## src/rtl/add_issue.sv

```systemverilog
// Stream initiator for the 64-bit add wrapper: issues N operand pairs from two
// arithmetic sequences under rdy/vld flow control and sums the returned results.
module add_issue #(
    parameter int CNT_W   = 16,
    parameter int MAX_OUT = 32
) (
    input  logic             ck,
    input  logic             rst,
    input  logic             i_start,
    input  logic [CNT_W-1:0] i_cnt,
    input  logic [63:0]      i_a0,
    input  logic [63:0]      i_b0,
    input  logic [63:0]      i_ainc,
    input  logic [63:0]      i_binc,
    output logic             o_busy,
    output logic             o_done,
    output logic [63:0]      o_sum,
    output logic             o_err,
    output logic [63:0]      o_a,
    output logic [63:0]      o_b,
    output logic             o_vld,
    input  logic             i_rdy,
    input  logic [63:0]      i_res,
    input  logic             i_res_vld
);

    localparam int OUT_W = $clog2(MAX_OUT + 1);

    typedef enum logic [1:0] {
        S_IDLE  = 2'd0,
        S_ISSUE = 2'd1,
        S_DRAIN = 2'd2,
        S_DONE  = 2'd3
    } state_t;

    state_t             state_q, state_d;
    logic [CNT_W-1:0]   cnt_q, cnt_d;
    logic [CNT_W-1:0]   issued_q, issued_d;
    logic [CNT_W-1:0]   returned_q, returned_d;
    logic [OUT_W-1:0]   outst_q, outst_d;
    logic [63:0]        ainc_q, ainc_d;
    logic [63:0]        binc_q, binc_d;
    logic [63:0]        a_q, a_d;
    logic [63:0]        b_q, b_d;
    logic [63:0]        sum_q, sum_d;
    logic               err_q, err_d;
    logic               push;
    logic               res_ok;

    always_comb begin
        state_d    = state_q;
        cnt_d      = cnt_q;
        issued_d   = issued_q;
        returned_d = returned_q;
        outst_d    = outst_q;
        ainc_d     = ainc_q;
        binc_d     = binc_q;
        a_d        = a_q;
        b_d        = b_q;
        sum_d      = sum_q;
        err_d      = err_q;

        // Gate on the registered in-flight count: a same-cycle return never unlocks a push.
        push   = (state_q == S_ISSUE) && (issued_q != cnt_q) && i_rdy
                 && (outst_q < OUT_W'(MAX_OUT));
        res_ok = i_res_vld && (outst_q != '0);

        if (push) begin
            a_d      = a_q + ainc_q;
            b_d      = b_q + binc_q;
            issued_d = issued_q + CNT_W'(1);
        end
        if (res_ok) begin
            sum_d      = sum_q + i_res;
            returned_d = returned_q + CNT_W'(1);
        end
        if (i_res_vld && (outst_q == '0)) begin
            err_d = 1'b1;
        end
        if (push && !res_ok) begin
            outst_d = outst_q + OUT_W'(1);
        end else if (!push && res_ok) begin
            outst_d = outst_q - OUT_W'(1);
        end

        case (state_q)
            S_IDLE: begin
                if (i_start) begin
                    state_d    = S_ISSUE;
                    cnt_d      = i_cnt;
                    ainc_d     = i_ainc;
                    binc_d     = i_binc;
                    a_d        = i_a0;
                    b_d        = i_b0;
                    issued_d   = '0;
                    returned_d = '0;
                    sum_d      = '0;
                    err_d      = 1'b0;
                end
            end
            S_ISSUE: if (issued_q == cnt_q) state_d = S_DRAIN;
            S_DRAIN: if (returned_q == cnt_q) state_d = S_DONE;
            S_DONE:  state_d = S_IDLE;
            default: state_d = S_IDLE;
        endcase
    end

    always_ff @(posedge ck or posedge rst) begin
        if (rst) begin
            state_q    <= S_IDLE;
            cnt_q      <= '0;
            issued_q   <= '0;
            returned_q <= '0;
            outst_q    <= '0;
            ainc_q     <= '0;
            binc_q     <= '0;
            a_q        <= '0;
            b_q        <= '0;
            sum_q      <= '0;
            err_q      <= 1'b0;
        end else begin
            state_q    <= state_d;
            cnt_q      <= cnt_d;
            issued_q   <= issued_d;
            returned_q <= returned_d;
            outst_q    <= outst_d;
            ainc_q     <= ainc_d;
            binc_q     <= binc_d;
            a_q        <= a_d;
            b_q        <= b_d;
            sum_q      <= sum_d;
            err_q      <= err_d;
        end
    end

    assign o_busy = (state_q != S_IDLE);
    assign o_done = (state_q == S_DONE);
    assign o_sum  = sum_q;
    assign o_err  = err_q;
    assign o_a    = a_q;
    assign o_b    = b_q;
    assign o_vld  = push;

endmodule

```

## config.mk

```make
export PLATFORM = sky130hd
export DESIGN_NAME = add_issue
export DESIGN_NICKNAME = d
export VERILOG_FILES = /design/src/rtl/add_issue.sv
export SDC_FILE = /design/constraint.sdc
export NUM_CORES = 1
export LEC_CHECK = 0
export ABC_CLOCK_PERIOD_IN_PS = 37800
export CAP_MARGIN = 15
export CORE_MARGIN = 1.5
export CORE_UTILIZATION = 57
export DETAILED_ROUTE_END_ITERATION = 6
export HOLD_SLACK_MARGIN = 0.15
export PLACE_DENSITY = 0.95
export SETUP_SLACK_MARGIN = 0.15
export SYNTH_ARGS = -nofsm -noshare
export SYNTH_HDL_FRONTEND = slang
export SYNTH_SLANG_ARGS = --single-unit
```

## constraint.sdc

```tcl
create_clock -name ck -period 37.8 [get_ports ck]
set_clock_uncertainty 0.2 [all_clocks]
set_input_delay 3.78 -clock ck [delete_from_list [all_inputs] [get_ports ck]]
set_output_delay 3.78 -clock ck [all_outputs]
set_load 0.02 [all_outputs]
```

---- After elaboration in Yosys (flattened, before gate mapping) ----
Index checks and enable logic that the tools add are counted.
word-level totals
  bits in registers ....................... 377
  bits of input ports ..................... 341
  output and inout port bits .............. 196
  logic and storage cells ................. 68
operators by class
  $add $sub $neg .......................... 7
  order comparisons ....................... 1
  equality and inequality tests ........... 9
  mux-type cells .......................... 24
  reduce and logical (&&, ||, !) cells .... 16
operator list
  cell                     number
  $mux W64                 9
  $add A64 B64 Y64         3
  $mux W16                 6
  $add A16 B1 Y16 const B  2
  $eq A16 B16 Y1           2
  $ne A16 B16 Y1           1
  $mux W6                  2
  $pmux W2 S4              1
  $logic_and A1 B1 Y1      7
  $add A6 B1 Y6 const B    1
  $logic_not A6 Y1         1
  $lt A6 B6 Y1 const B     1
  $mux W2                  3
  $reduce_bool A6 Y1       1
  $sub A6 B1 Y6 const B    1
  $eq A2 B2 Y1 const B     2
  $ne A2 B2 Y1 const B     2
  $reduce_bool A2 Y1       2
  $mux W1                  3
  $reduce_and A3 Y1        1
  $eq A2 B1 Y1 const B     1
  $logic_not A1 Y1         2
  $logic_not A2 Y1         1
  $ne A2 B1 Y1 const B     1
  $reduce_and A2 Y1        1

---- Logic depth before layout (Yosys ltp) ----
Gate-level depths: netlist (run 1).
  word-level depth ........................ 8
  gate-level depth with buffers ........... 17
  mapped depth without buffers ............ 15

---- Least setup slack after synthesis (run 1) ----
No wires, ideal clock.
  path kind ............................... input to output
  from .................................... in i_rdy
  to ...................................... out o_vld
  arrival ................................. 4.759 ns
  required time ........................... 33.820 ns
  slack ................................... 29.061 ns
  stages on the path ...................... 4
  buffers on the path ..................... 2
  cells stage by stage .................... nand4b_1 > clkinv_1 > clkbuf_1 > clkbuf_1
on the way
  cells in the longest elaborated chain, start to end .. 2
ends and longest elaborated chain
  item                 RTL line  text
  start, declared      22        input logic i_rdy,
  $logic_and A1 B1 Y1  64        push = (state_q == S_ISSUE) && (issued_q != cnt_q) && i_rdy
  $logic_and A1 B1 Y1  65        && (outst_q < OUT_W'(MAX_OUT));
  end, declared        21        output logic o_vld,
Every way passes these cells.

---- Worst setup path after layout (run 1) ----
Ends and elaborated chain as after synthesis.

==> reports/results.tsv, run 1 <==
metric	value	unit
drt first pass iters	6	
Cell Chain, Critical Path	clkdlybuf4s50_1 > nand4b_1 > buf_12 > inv_2 > clkdlybuf4s50_1	
vias per cell	6.21	
final hold slack	282	ps
flop-to-flop setup slack	33010	ps
M1 wire length	35.2	mm
Top Layer Used	met5	
Synth Area in Compound Gates	0.225	
TNS Setup	0	ps
RSZ-0062 raised after global routing	false	
peak supply drop	0.0000707	V
largest net degree at the start of global routing	210	
Fillers	3294	
Worst path most repeated cell	clkdlybuf4s50_1	
die height	220	µm
GPL Wtd Cong	1.02	
number of flops mapped to enable cells by yosys	0	
Worst-path clk slew	60	ps
Worst Tran Pin Value	1100	ps
antenna viol nets, final	0	
CTS buffer count	44	
Boundary Pins	537	
Async SR Flop Fraction	1.00	
met2 wire length	42.9	mm
syn_area_per_cell	7.91	µm²
most frequent cells in the layout	808 x nand2_1, 536 x clkdlybuf4s50_1, 416 x a21oi_1, 377 x dfrtp_1, 269 x nor2_1	
Area Growth Syn to Fin	26.4	%
final period utilization	0.258	
drt wl/cell	21.0	µm
Synth Area in Adders	0.0970	
# H-tree levels	2	
number of library cell types mapped by synthesis	94	
CP peak stage delay	640	ps
LEAKAGE	0.0158	µW
core area	46600	µm²
largest family of logic cells by synthesized area	compound AO/OA/AOI/OAI gates	
post-cts repair resize count	0	
Vias	27700	
Design Power	3460	µW
first-pass GRT wire length	142	mm
WL final	93.7	mm
Mapped Cells	3398	
Startpoint Class	input pin	
post-route cell area	34000	µm²
worst-path fanout max	209	
Clock Latency Late Sink	600	ps
met3 wire length	9.62	mm
Synth Warn #	0	
crit path kind	input pin to output pin	
grt total ovfl	0	
Worst slew margin	0.266	
maximum clock rate	0.103	GHz
Synth Flop Type	dfrtp_1	
status	completed	
post-CTS setup buffer count	0	
Hold Buf Count CTS	0	
critical path arrival	5750	ps
CTS Buffer Depth	3	
1st-iter DRT viols	3137	
max_cap viols	0	
crit path time final	9730	ps
sequential share of the synthesized area	0.351	
most common cell after layout, fill and taps aside	nand2_1	
HP Class	flip-flop to flip-flop	
placed cell area	32400	µm²
die area	48500	µm²
GRT Util Overall	0.373	
Seq cells post-synth	377	
DP HPWL	67.2	mm
initial antenna violation count	14	
synthesized area	26900	µm²
Post-Synth Simple-Gate Area	0.214	
Max Transition Viols Final	0	
Cell Rows	79	
final setup violating endpoints	0	
number of remaining DRC errors	0	
Crit. End Element	output pin	
post-synth top area share	0.351	
Initial Utilization	0.577	
clock sink total	377	
clk root buf	clkbuf_16	
syn nets	3945	
vias in the first global route	26100	
Synth area leader	dfrtp_1	
IO Port Bufs	536	
ratio of cells with drive above 1 in the final layout	0.0361	
Critical Path RT	33820	ps
Final Hold Vio Count	0	
Post-Synth XOR/XNOR Area	0.0753	
post-synthesis mux area share	0.00149	
CTS tree	built	
Pwr Density	102	nW/µm²
top area cells in the synthesized netlist	dfrtp_1 35%, nand2_1 11%, ha_1 9.4%	
CP max-delay cell	buf_12	
nets	4360	
DIE WIDTH	220	µm
==> per-layer routing <==
layer / GRT usage / vias to the layer above
met5: 0 / -
met4: 0.212 / 20
met3: 0.0966 / 370
met2: 0.608 / 1542
met1: 0.449 / 13100
li1: - / 12700
==> logic make-up after synthesis <==
kind of cell	after synthesis
AND/OR/NAND/NOR	1360
AO/OA/AOI/OAI	985
flip-flops	377
buffers and inverters	235
XOR/XNOR	231
adder cells (fa/ha/maj)	206
multiplexers	4
==> worst max-delay path, delay by kind of cell <==
| family | cells | cell delay [ps] |
|---|---|---|
| buffers and inverters | 4 | 1690 |
| and+or+nand+nor | 1 | 170 |
==> synthesized netlist by cell type (6+ instances only) <==
library cell  instances
nor3_1               35
nand3_1              51
ha_1                202
nand2b_1             17
nor2b_1              16
o21ai_1              20
o21bai_1             34
nor2_1              269
clkbuf_1            153
inv_1                53
clkbuf_2              6
dfrtp_1             377
nand2_1             809
a21oi_1             416
nor4_1               15
xnor2_1             103
and3_1               37
a31oi_1              47
and2_1               14
a21o_1              117
a211oi_1             23
buf_1                 6
or3_1                14
nand4_1              56
o211ai_1             16
o21ai_0             182
xor2_1              128
o31ai_1              12
a21boi_0              9
nor3b_1               6
o21a_1               22
==> area by class of cell <==
type,count,area (µm²),area share
Tap cell,607,759,0.0224
Clock buffer,60,1270,0.0374
Timing Repair Buffer,549,5490,0.162
Inverter,55,214,0.00630
Clock inverter,19,303,0.00892
Multi-Input combinational cell,2786,16500,0.485
Antenna cell,5,12.5,0.000368
Sequential cell,377,9430,0.278
==> sequential cells by signal (all words and copies together), names as in the netlist, 2 cells and up <==
signal / flops
ainc_q: 64
binc_q: 64
o_a: 64
o_b: 64
o_sum: 64
cnt_q: 16
issued_q: 16
returned_q: 16
outst_q: 6
state_q: 2
==> where the power goes <==
part | internal, µW | switching (µW) | total (µW)
sequential | 586 | 181 | 767
clock | 284 | 185 | 469
combinational | 907 | 1320 | 2230
total | 1780 | 1690 | 3460
==> path summary, 6_finish.rpt <==
check                              to  cells past startpoint  startpoint
max reg2reg                outst_q[5]                     17    cnt_q[8]
max                             o_vld                      5       i_rdy
min in group asynchronous   o_sum[15]                      2         rst
min reg2reg                binc_q[60]                      2  binc_q[60]
max in group asynchronous     o_b[23]                      4         rst
min                        binc_q[60]                      2  binc_q[60]
==> metrics by stage <==
step,util,instances,setup slack (ps)
floorplan,-,3398,23350
global placement,0.695,4374,28130
detailed placement,0.695,4374,28070
CTS,0.729,4453,28070
global route,0.729,4454,27980
finish,0.730,4458,28070
Note: power is estimated with default switching activity, not from simulation.
==> run 2: changes to the inputs <==
--- a/config.mk
+++ b/config.mk
@@ -5,13 +5,13 @@
 export SDC_FILE = /design/constraint.sdc
 export NUM_CORES = 1
 export LEC_CHECK = 0
-export ABC_CLOCK_PERIOD_IN_PS = 37800
+export ABC_CLOCK_PERIOD_IN_PS = 8000
 export CAP_MARGIN = 15
 export CORE_MARGIN = 1.5
-export CORE_UTILIZATION = 57
+export CORE_UTILIZATION = 48
 export DETAILED_ROUTE_END_ITERATION = 6
 export HOLD_SLACK_MARGIN = 0.15
-export PLACE_DENSITY = 0.95
+export PLACE_DENSITY = 0.86
 export SETUP_SLACK_MARGIN = 0.15
 export SYNTH_ARGS = -nofsm -noshare
 export SYNTH_HDL_FRONTEND = slang
==> constraint.sdc (replaced) <==
create_clock -name ck -period 8 [get_ports ck]
set_clock_uncertainty 0.2 [all_clocks]
set_input_delay 0.8 -clock ck [delete_from_list [all_inputs] [get_ports ck]]
set_output_delay 0.8 -clock ck [all_outputs]
set_load 0.02 [all_outputs]
==> reports/results.tsv, run 2 (synthesis results as in run 1) <==
metric	value	unit
Cell Rows	86	
sequential power share	0.221	
final period utilization	0.559	
# H-tree levels	2	
core area	55200	µm²
1st-iter DRT viols	2389	
Final Hold Vio Count	0	
CP Capture Point	outst_q[5]	
initial antenna violation count	12	
max_cap viols	0	
die area	57400	µm²
Hold Buf Count CTS	0	
Worst-path clk slew	60	ps
FF-to-FF End	outst_q[5]	
Area Growth Syn to Fin	27.6	%
Critical Path RT	8260	ps
most frequent cells in the layout	808 x nand2_1, 536 x clkdlybuf4s50_1, 416 x a21oi_1, 377 x dfrtp_1, 269 x nor2_1	
Comb power frac	0.636	
final setup violating endpoints	0	
clock sink total	377	
Vias	27000	
flop-to-flop setup slack	3530	ps
NetSw	7830	µW
WL final	90.3	mm
Placed Instances	4514	
GRT Util Overall	0.306	
number of remaining DRC errors	0	
first-pass GRT wire length	140	mm
Layout Cells excl Fill	4603	
DP HPWL	66.6	mm
Worst slew margin	0.201	
GPL Wtd Cong	1.01	
crit path kind	flip-flop to flip-flop	
grt total ovfl	0	
post-cts repair resize count	0	
GR Layer Usage met2	0.501	
DIE WIDTH	240	µm
die height	240	µm
Clk network pwr share	0.143	
critical path arrival	4740	ps
clk root buf	clkbuf_16	
CTS Buffer Depth	3	
CTS tree	built	
crit path time final	4470	ps
drt wl/cell	19.6	µm
R2R cell count	16	
IO Port Bufs	536	
drt first pass iters	7	
M1 GR Usage	0.397	
Pwr Density	477	nW/µm²
Boundary Pins	537	
met3 Track Usage GR	0.0517	
worst-path fanout max	71	
final hold slack	279	ps
LEAKAGE	0.0158	µW
Max Transition Viols Final	0	
Net Sw Frac	0.479	
peak supply drop	0.000257	V
CTS buffer count	46	
post-CTS setup buffer count	0	
Design Power	16300	µW
post-route cell area	34300	µm²
Int Pwr	8510	µW
placed cell area	32600	µm²
maximum clock rate	0.223	GHz
antenna viol nets, final	0	
TNS Setup	0	ps
status	completed	
Worst Tran Pin Value	1200	ps
Clock Latency Late Sink	580	ps
GR peak layer	met2	
HP Class	flip-flop to flip-flop	
vias per cell	5.86	
largest net degree at the start of global routing	210	
CP Launch Point	outst_q[5]	
nets	4361	
Crit. End Element	flip-flop	
vias in the first global route	25400	
most common cell after layout, fill and taps aside	nand2_1	
Initial Utilization	0.487	
RSZ-0062 raised after global routing	false	
ratio of cells with drive above 1 in the final layout	0.0369	
reg-to-reg startpoint	outst_q[5]	
Startpoint Class	flip-flop	
-- run 2: cell count changes in the layout (fill, tap and decap cells not counted) --
cell,before,now
clkbuf_8,11,13
buf_12,2,5
bufinv_16,7,8
inv_8,1,0
clkinv_4,0,1
clkinv_2,8,4
clkbuf_16,44,47
clkinv_8,1,0
clkinvlp_4,1,4
buf_4,11,7
diode_2,5,6
-- run 2: how the worst min path moves through the flow --
stage / start / end / slack [ps] / depth (start not counted)
global route: binc_q[29] / binc_q[29] / 300 / 2
floorplan: ainc_q[0] / ainc_q[0] / 250 / 2
detailed placement: binc_q[30] / binc_q[30] / 270 / 2
finish: binc_q[23] / binc_q[23] / 280 / 2
CTS: binc_q[23] / binc_q[23] / 280 / 2
global placement: binc_q[28] / binc_q[28] / 260 / 2
-- run 2: critical path, cell delays in order, from the launching register on --
cell	delay [ps]
dfrtp_1	400
nor4_1	640
nand2_1	100
and2_2	200
buf_4	320
inv_2	100
buf_4	610
ha_1	340
inv_1	130
ha_1	330
a21oi_1	170
nand2_1	110
a21o_1	190
a21oi_1	170
xnor2_1	130
nor2_1	60
xor2_1	150
-- run 2: per-layer routing --
| layer | routed length, µm | vias up |
|---|---|---|
| met3 | 7540 | 210 |
| met2 | 41800 | 1224 |
| met1 | 37000 | 12800 |
| met4 | 3800 | 12 |
| li1 | - | 12700 |
| met5 | 68 | - |
-- run 2: power groups by stage --
stage | clock network (µW) | registers [µW] | logic (µW)
floorplan | 0 | 3890 | 6820
global placement | 0 | 3600 | 9980
detailed placement | 0 | 3610 | 10100
CTS | 2360 | 3600 | 10300
global route | 2440 | 3700 | 11400
finish | 2340 | 3610 | 10400
-- run 2: area by class of cell --
cell class / instances / area, µm²
clock inverter: 18 / 320
fill: 4668 / 20900
timing repair buffer: 548 / 5520
sequential: 377 / 9430
multi-input combinational: 2786 / 16500
tap: 748 / 936
inverter: 55 / 210
clock buffer: 65 / 1370
antenna: 6 / 15.0
-- run 2: metrics by stage --
| stage | worst slack (ps) | util |
|---|---|---|
| final | 3530 | 0.621 |
| after global routing | 3130 | 0.621 |
| after CTS | 3330 | 0.621 |
| after detailed placement | 3240 | 0.590 |
| after global placement | 3320 | 0.590 |
| after floorplan | 1940 | - |
